**src/rtl/spi_slave_pkg.sv**
```systemverilog
// SPI slave receiver shared definitions.
// Mode constants, CPOL/CPHA decode and default widths.
package spi_slave_pkg;

  localparam int SPI_MODE0 = 0;
  localparam int SPI_MODE1 = 1;
  localparam int SPI_MODE2 = 2;
  localparam int SPI_MODE3 = 3;

  localparam int DEF_DATA_WIDTH  = 8;
  localparam int DEF_SYNC_STAGES = 2;

  // Idle level of SCK
  function automatic logic cpol(input int mode);
    return (mode >= 2);
  endfunction

  // Sample on the trailing edge when set
  function automatic logic cpha(input int mode);
    return ((mode % 2) == 1);
  endfunction

  // Sampling happens on rising SCK when CPOL and CPHA agree
  function automatic logic sample_rise(input int mode);
    return (cpol(mode) == cpha(mode));
  endfunction

endpackage

```
**src/rtl/spi_slave_sync.sv**
```systemverilog
// N-stage synchronizer with rise/fall detection.
// Reset loads the idle level so no false edge appears.
module spi_slave_sync #(
  parameter int   STAGES  = 2,
  parameter logic RST_VAL = 1'b0
) (
  input  logic clk,
  input  logic reset,
  input  logic d_i,
  output logic q_o,
  output logic rise_o,
  output logic fall_o
);

  logic [STAGES-1:0] sync_q;
  logic              dly_q;

  // Shift the async input through the chain, keep a delayed copy
  always_ff @(posedge clk) begin
    if (reset) begin
      sync_q <= {STAGES{RST_VAL}};
      dly_q  <= RST_VAL;
    end else begin
      sync_q <= {sync_q[STAGES-2:0], d_i};
      dly_q  <= sync_q[STAGES-1];
    end
  end

  assign q_o    = sync_q[STAGES-1];
  assign rise_o = q_o & ~dly_q;
  assign fall_o = ~q_o & dly_q;

endmodule

```
**src/rtl/spi_slave_rx.sv**
```systemverilog
// Receive-only SPI slave, oversampled in the clk domain.
// Optional MISO echo of the previous word: SPI_SLAVE_ECHO_EN.
module spi_slave_rx
  import spi_slave_pkg::*;
#(
  parameter int SPI_MODE    = 1,
  parameter int DATA_WIDTH  = DEF_DATA_WIDTH,
  parameter int SYNC_STAGES = DEF_SYNC_STAGES
) (
  input  logic                  clk,
  input  logic                  reset,
  input  logic                  sck,
  input  logic                  cs,
  input  logic                  mosi,
  output logic                  rdy,
  output logic [DATA_WIDTH-1:0] data
`ifdef SPI_SLAVE_ECHO_EN
  ,
  output logic                  miso
`endif
);

  localparam logic CPOL     = cpol(SPI_MODE);
  localparam logic SMP_RISE = sample_rise(SPI_MODE);
  localparam int   CW       = $clog2(DATA_WIDTH + 1);

  logic sck_s, sck_rise, sck_fall;
  logic cs_s, cs_rise, cs_fall;
  logic mosi_s, mosi_rise, mosi_fall;

  spi_slave_sync #(
    .STAGES (SYNC_STAGES),
    .RST_VAL(CPOL)
  ) u_sck (
    .clk   (clk),
    .reset (reset),
    .d_i   (sck),
    .q_o   (sck_s),
    .rise_o(sck_rise),
    .fall_o(sck_fall)
  );

  spi_slave_sync #(
    .STAGES (SYNC_STAGES),
    .RST_VAL(1'b1)
  ) u_cs (
    .clk   (clk),
    .reset (reset),
    .d_i   (cs),
    .q_o   (cs_s),
    .rise_o(cs_rise),
    .fall_o(cs_fall)
  );

  spi_slave_sync #(
    .STAGES (SYNC_STAGES),
    .RST_VAL(1'b0)
  ) u_mosi (
    .clk   (clk),
    .reset (reset),
    .d_i   (mosi),
    .q_o   (mosi_s),
    .rise_o(mosi_rise),
    .fall_o(mosi_fall)
  );

  logic unused_sync;
  assign unused_sync = ^{sck_s, mosi_rise, mosi_fall, cs_fall};

  logic                  smp_edge;
  logic                  shf_edge;
  logic                  active;
  logic [DATA_WIDTH-1:0] word;

  assign smp_edge = SMP_RISE ? sck_rise : sck_fall;
  assign shf_edge = SMP_RISE ? sck_fall : sck_rise;
  // Stay active one extra cycle after cs rises so a final
  // sample edge coincident with deselect still completes.
  assign active   = ~cs_s | cs_rise;

  logic [DATA_WIDTH-1:0] shift_q, shift_d;
  logic [CW-1:0]         cnt_q, cnt_d;
  logic [DATA_WIDTH-1:0] data_q, data_d;
  logic                  rdy_q, rdy_d;

  assign word = {shift_q[DATA_WIDTH-2:0], mosi_s};

  // Receive path next-state
  always_comb begin
    shift_d = shift_q;
    cnt_d   = cnt_q;
    data_d  = data_q;
    rdy_d   = 1'b0;
    if (!active) begin
      shift_d = '0;
      cnt_d   = '0;
    end else if (smp_edge) begin
      if (cnt_q == CW'(DATA_WIDTH - 1)) begin
        data_d  = word;
        rdy_d   = 1'b1;
        cnt_d   = '0;
        shift_d = '0;
      end else begin
        shift_d = word;
        cnt_d   = cnt_q + 1'b1;
      end
    end
  end

  // Receive path registers
  always_ff @(posedge clk) begin
    if (reset) begin
      shift_q <= '0;
      cnt_q   <= '0;
      data_q  <= '0;
      rdy_q   <= 1'b0;
    end else begin
      shift_q <= shift_d;
      cnt_q   <= cnt_d;
      data_q  <= data_d;
      rdy_q   <= rdy_d;
    end
  end

  assign rdy  = rdy_q;
  assign data = data_q;

`ifdef SPI_SLAVE_ECHO_EN
  logic [DATA_WIDTH-1:0] tx_q, tx_d;

  // Echo shifter: load on select, advance on non-sample edges
  always_comb begin
    tx_d = tx_q;
    if (cs_fall) begin
      tx_d = data_q;
    end else if (active && smp_edge &&
                 cnt_q == CW'(DATA_WIDTH - 1)) begin
      tx_d = word;
    end else if (active && shf_edge && cnt_q != '0) begin
      tx_d = {tx_q[DATA_WIDTH-2:0], 1'b0};
    end
  end

  // Echo shifter register
  always_ff @(posedge clk) begin
    if (reset) begin
      tx_q <= '0;
    end else begin
      tx_q <= tx_d;
    end
  end

  assign miso = ~cs_s & tx_q[DATA_WIDTH-1];
`endif

endmodule

```
**config.mk**
```make
export PLATFORM = sky130hd
export DESIGN_NAME = spi_slave_rx
export DESIGN_NICKNAME = d
export VERILOG_FILES = /design/src/rtl/spi_slave_pkg.sv /design/src/rtl/spi_slave_sync.sv /design/src/rtl/spi_slave_rx.sv
export SDC_FILE = /design/constraint.sdc
export NUM_CORES = 1
export LEC_CHECK = 0
export CAP_MARGIN = 40
export CORE_MARGIN = 2
export CORE_UTILIZATION = 50
export DETAILED_ROUTE_END_ITERATION = 10
export PLACE_DENSITY = 0.73
export RECOVER_POWER = 50
export REMOVE_ABC_BUFFERS = 1
export SYNTH_ARGS = -nofsm -noshare
export SYNTH_HDL_FRONTEND = slang
export SYNTH_SLANG_ARGS = --single-unit
```
**constraint.sdc**
```tcl
create_clock -name clk -period 2.3 [get_ports clk]
set_input_delay 0.575 -clock clk [delete_from_list [all_inputs] [get_ports clk]]
set_output_delay 0.575 -clock clk [all_outputs]
set_load 0.05 [all_outputs]
```
Yosys cells after proc, flatten, opt, wreduce, memory -nomap -nowiden

Cells that the tools add are included.

Register bits after elaboration: 28
Latch bits: 0
RAM bits: 0
Bits in read-only memories: 0
Output and inout port bits: 9
Logic and storage cells: 25
Memories kept: 0

Add/subtract/negate cells: 1
Multiply operators: 0
Div/mod/pow operators: 0
Magnitude comparators: 0
Equality and inequality tests: 1
Shift-type cells: 0
Muxes and demuxes: 3
Bitwise gates (word level): 8
Reductions and logical operators: 3

Operators by type and width:

| cell                | count |
|---|---|
| $mux 7              | 1 |
| $not 1->1           | 5 |
| $add 4x1->4 const B | 1 |
| $eq 4x3->1 const B  | 1 |
| $mux 4              | 1 |
| $reduce_and 3->1    | 1 |
| $reduce_or 3->1     | 1 |
| $and 1x1->1         | 2 |
| $reduce_or 2->1     | 1 |
| $mux 1              | 1 |
| $or 1x1->1          | 1 |

Logic depth before layout (Yosys ltp)

Depth in word-level cells: 5
Gate-level depth with buffers: 4
Mapped depth without buffers: 4

By module

From an unflattened synthesis, not the netlist that was laid out.

Cell total of the unflattened synthesis: 112
Area total of the unflattened synthesis: 1151.1 sq um

By module, submodules not included:

| module                       | times used | cells each | area an instance (sq um) | seq. area each (sq um) |
|---|---|---|---|---|
| spi_slave_rx                 | 1          | 88         | 875.8                    | 400.4 |
| spi_slave_sync at u_mosi ... | 2          | 8          | 91.3                     | 60.1 |
| spi_slave_sync at u_cs       | 1          | 8          | 92.6                     | 60.1 |

Worst setup path after synthesis

No wires, ideal clock.

Path type: flip-flop to flip-flop
Start point: reg cnt_q[0]
End point: reg data_q[0], in the netlist data[0]
Data arrival time: 1256 ps
Required time: 2228 ps
Path slack: 972 ps
Cell stages (with the launch flop): 5
Path buffers: 0
Clock period less this slack: 1328 ps
Cell sequence: dfxtp_1 ha_1 nand2b_1 a211oi_4 mux2i_1

Longest elaborated chain between the ends: 2

RTL lines:

| element                           | RTL line            | RTL |
|---|---|---|
| from (decl)                       | spi_slave_rx.sv:82  | `logic [CW-1:0] cnt_q, cnt_d;` |
| from (signal assigned)            | spi_slave_rx.sv:119 | `cnt_q <= cnt_d;` |
| $eq 4x3->1                        | spi_slave_rx.sv:98  | `if (cnt_q == CW'(DATA_WIDTH - 1)) begin` |
| $reduce_and 3->1 (no source line) | -                   |  |
| to (signal assigned)              | spi_slave_rx.sv:120 | `data_q <= data_d;` |
| to (decl)                         | spi_slave_rx.sv:83  | `logic [DATA_WIDTH-1:0] data_q, data_d;` |

Every way passes these cells.
A chain may end at the register's enable or synchronous reset.

Final worst setup path

Start point: reg data_q[1], in the netlist data[1]
End point: out data[1]

RTL lines:

| element   | RTL line           | RTL |
|---|---|---|
| to (decl) | spi_slave_rx.sv:16 | `output logic [DATA_WIDTH-1:0] data` |

No word-level cell between the ends.

==> out/results.ini <==
[run_status]
outcome=finished, final reports clean

[place]
dpl.hpwl_um=1177
dp_cells=143
port_buffers=13
place_area_um2=1207
gp_congestion=0.6963

[global_route]
antenna_found_initial=0
grt_max_degree=25
grt-ovfl-total=0
track_usage_pct=15.17
grt_pass1_vias=685
grt_pass1_wl_um=2801

[sta]
setup_viol=0
fin_crit_sh_pct=89.68
hold_viol=0
tightest_slew_ns=0.7354
rsz0062_at_grt=no
setup-tns-final_ns=0
skew_ns=0.002372
finalMaxSlewViolations=0
period_minus_slack_ns=2.063
relSlewSlack_pct=50.97
max_freq_ghz=0.4848

[power]
pwr-share-clk_pct=31.2
swShare_pct=20.39
switchingPower_uw=154.6
p_int_uw=603.4
powerDensity_nw_per_um2=611.3
p_leak_uw=0.0004147
peakVddDrop_v=0.0004417
seqPwrFrac_pct=65.2
power_frac_comb_pct=3.5

[drt]
drc=0
firstDrtPassIters=4
met2_length_um=824
detail_route.wl_per_cell_um=11.15
top_layer=met4
vias=723
wl_um=1639
met1Wirelength_um=714
routed_via_density=4.918
ant_nets=0
drt_iter0_drc=10
routed-wl-met3_um=59

[cts]
clkSinkCount=28
path_clk_slew_ns=0.14
post-cts-setup-buffers=0
cts_resized=0
insertion_delay_ns=0.33
cts_tree=yes
cts_hold_buf=0
htree_levels=1
cts_root_buffer=clkbuf_4
numCtsBuffers=3
cts_buffer_depth=2

[synth]
yosys_warnings=0
mappedNetlistArea_um2=1052
synth_top_area_share_pct=53.27
synthDistinctLibCells=21
synth.area.top_cells=dfxtp_1, nand2b_1, mux2i_1
avgSynthCellArea_um2=9.927
syn_inst=106
yosysTopAreaCell=dfxtp_1
ys_seq_area_share_pct=53.27
synth-seq-cells=28

[layout]
drive_above_1_share_pct=5.000
synthToLayoutAreaGrowth_pct=17.84
antenna_cells=0
regArea_um2=560.5
fin_util_pct=62.56
nNetsFinal=127
layout.cells.non_filler=147
fin_area_um2=1240
fill_cells=174
multi_input_area_um2=475.5

[floorplanning]
fp.coreArea_um2=1982
floorplan.rows=16
die_area_um2=2488
start_util_pct=53.09
die_x_um=49.88
die_height_um=49.88
ios=14

[critical_path]
start_kind=flop
max_stage_delay_ns=0.80
cp_slowest_cell=clkdlybuf4s50_1
path_class=flop to primary output
path_cells=clkdlybuf4s50_1
rrSetupSlack_ns=0.67
crit_path_end_kind=primary output
reg2reg_from=cnt_q[0]
arrival_ns=1.49
worst-path-max-fanout=2
cp.required_ns=1.73
crit_family=buffers and inverters
r2r_cells=4
r2r_end=data[3]
cp.buffers_inverters=1

[min_path]
min_path_cells=1
whs_endpoint=u_cs.sync_q[1]
worstHoldPathType=flop to flop
min_from=u_cs.sync_q[0]

[flow_run]
drv_cap=0

==> cells by family after synthesis <==
logic type | count (synthesis) | synth area share [%]
and+or+nand+nor | 50 | 26.64
muxes | 8 | 7.610
xor gates and xnor gates | 2 | 1.665
adders and majority gates | 1 | 1.189
DFF | 28 | 53.27
buffers and inverters | 4 | 1.545
AOI/OAI and AO/OA | 13 | 8.085
==> sequential cells by signal, indices dropped and copies added, names as in the netlist <==
register	flops
u_cs.sync_q	2
u_cs.dly_q	1
cnt_q	4
shift_q	7
data	8
u_sck.dly_q	1
u_mosi.sync_q	2
u_sck.sync_q	2
rdy	1
==> synth_stat cells <==
cell type / n
a211oi_4: 1
a21o_1: 1
a21oi_1: 9
buf_2: 1
clkbuf_1: 3
dfxtp_1: 28
ha_1: 1
mux2i_1: 8
nand2_1: 17
nand2b_1: 18
nand3b_1: 1
nand3b_4: 1
nor2_1: 2
nor2b_1: 6
nor3_1: 1
o21ai_0: 1
o21bai_1: 1
or2_1: 3
or4_1: 1
xnor2_1: 1
xor2_1: 1
==> how the worst max path moves through the flow <==
stage	slack [ns]	cells past startpoint	endpoint	startpoint
detailed placement	0.51	4	shift_q[4]	reset
global route	0.19	1	data[4]	data[4]
CTS	0.22	1	data[3]	data[3]
floorplan	0.97	4	data[0]	cnt_q[0]
finish	0.24	1	data[1]	data[1]
global placement	0.56	4	cnt_q[0]	reset
==> metrics by stage <==
| stage | hold slack [ns] | power [uW] | setup WS (ns) |
|---|---|---|---|
| 5_1_grt | 0.4330 | 785.9 | 0.1872 |
| 4_1_cts | 0.4230 | 765.2 | 0.2186 |
| 3_3_place_gp | 0.3884 | 532.6 | 0.5637 |
| 6_report | 0.4195 | 758.0 | 0.2374 |
| 2_1_floorplan | 0.3832 | 518.2 | 0.9719 |
| 3_5_place_dp | 0.3911 | 533.4 | 0.5066 |
==> placed cells by master (no fill, tap or decap), types with 2 or more instances in the layout <==
master / instances
nor2b_1: 6
nand2_1: 17
clkbuf_4: 3
nand2b_1: 18
clkdlybuf4s50_1: 12
or2_1: 3
a21oi_1: 9
dfxtp_1: 28
nor2_1: 2
mux2i_1: 8
==> per-layer routing <==
metal  track usage [%]  up-vias
li1                  -      371
met1             16.02      332
met2             26.67       16
met3             3.636        4
met4             9.722        0
met5                 0        -
==> power groups by stage <==
stage / sequential (uW) / clock (uW) / combinational (uW)
after floorplan: 504 / 0 / 13.7
after global placement: 505 / 0 / 27.4
after detailed placement: 505 / 0 / 28.2
after CTS: 495 / 242 / 28.5
after global routing: 496 / 260 / 29.8
final: 494 / 237 / 26.8
==> final cells by class <==
| class | instances | share of cell area (%) |
|---|---|---|
| Tap cell | 27 | 2.725 |
| Clock buffer | 4 | 2.926 |
| Multi-Input combinational cell | 74 | 38.35 |
| Timing Repair Buffer | 14 | 10.80 |
| Sequential cell | 28 | 45.21 |
Power figures use the tool's default switching activity.
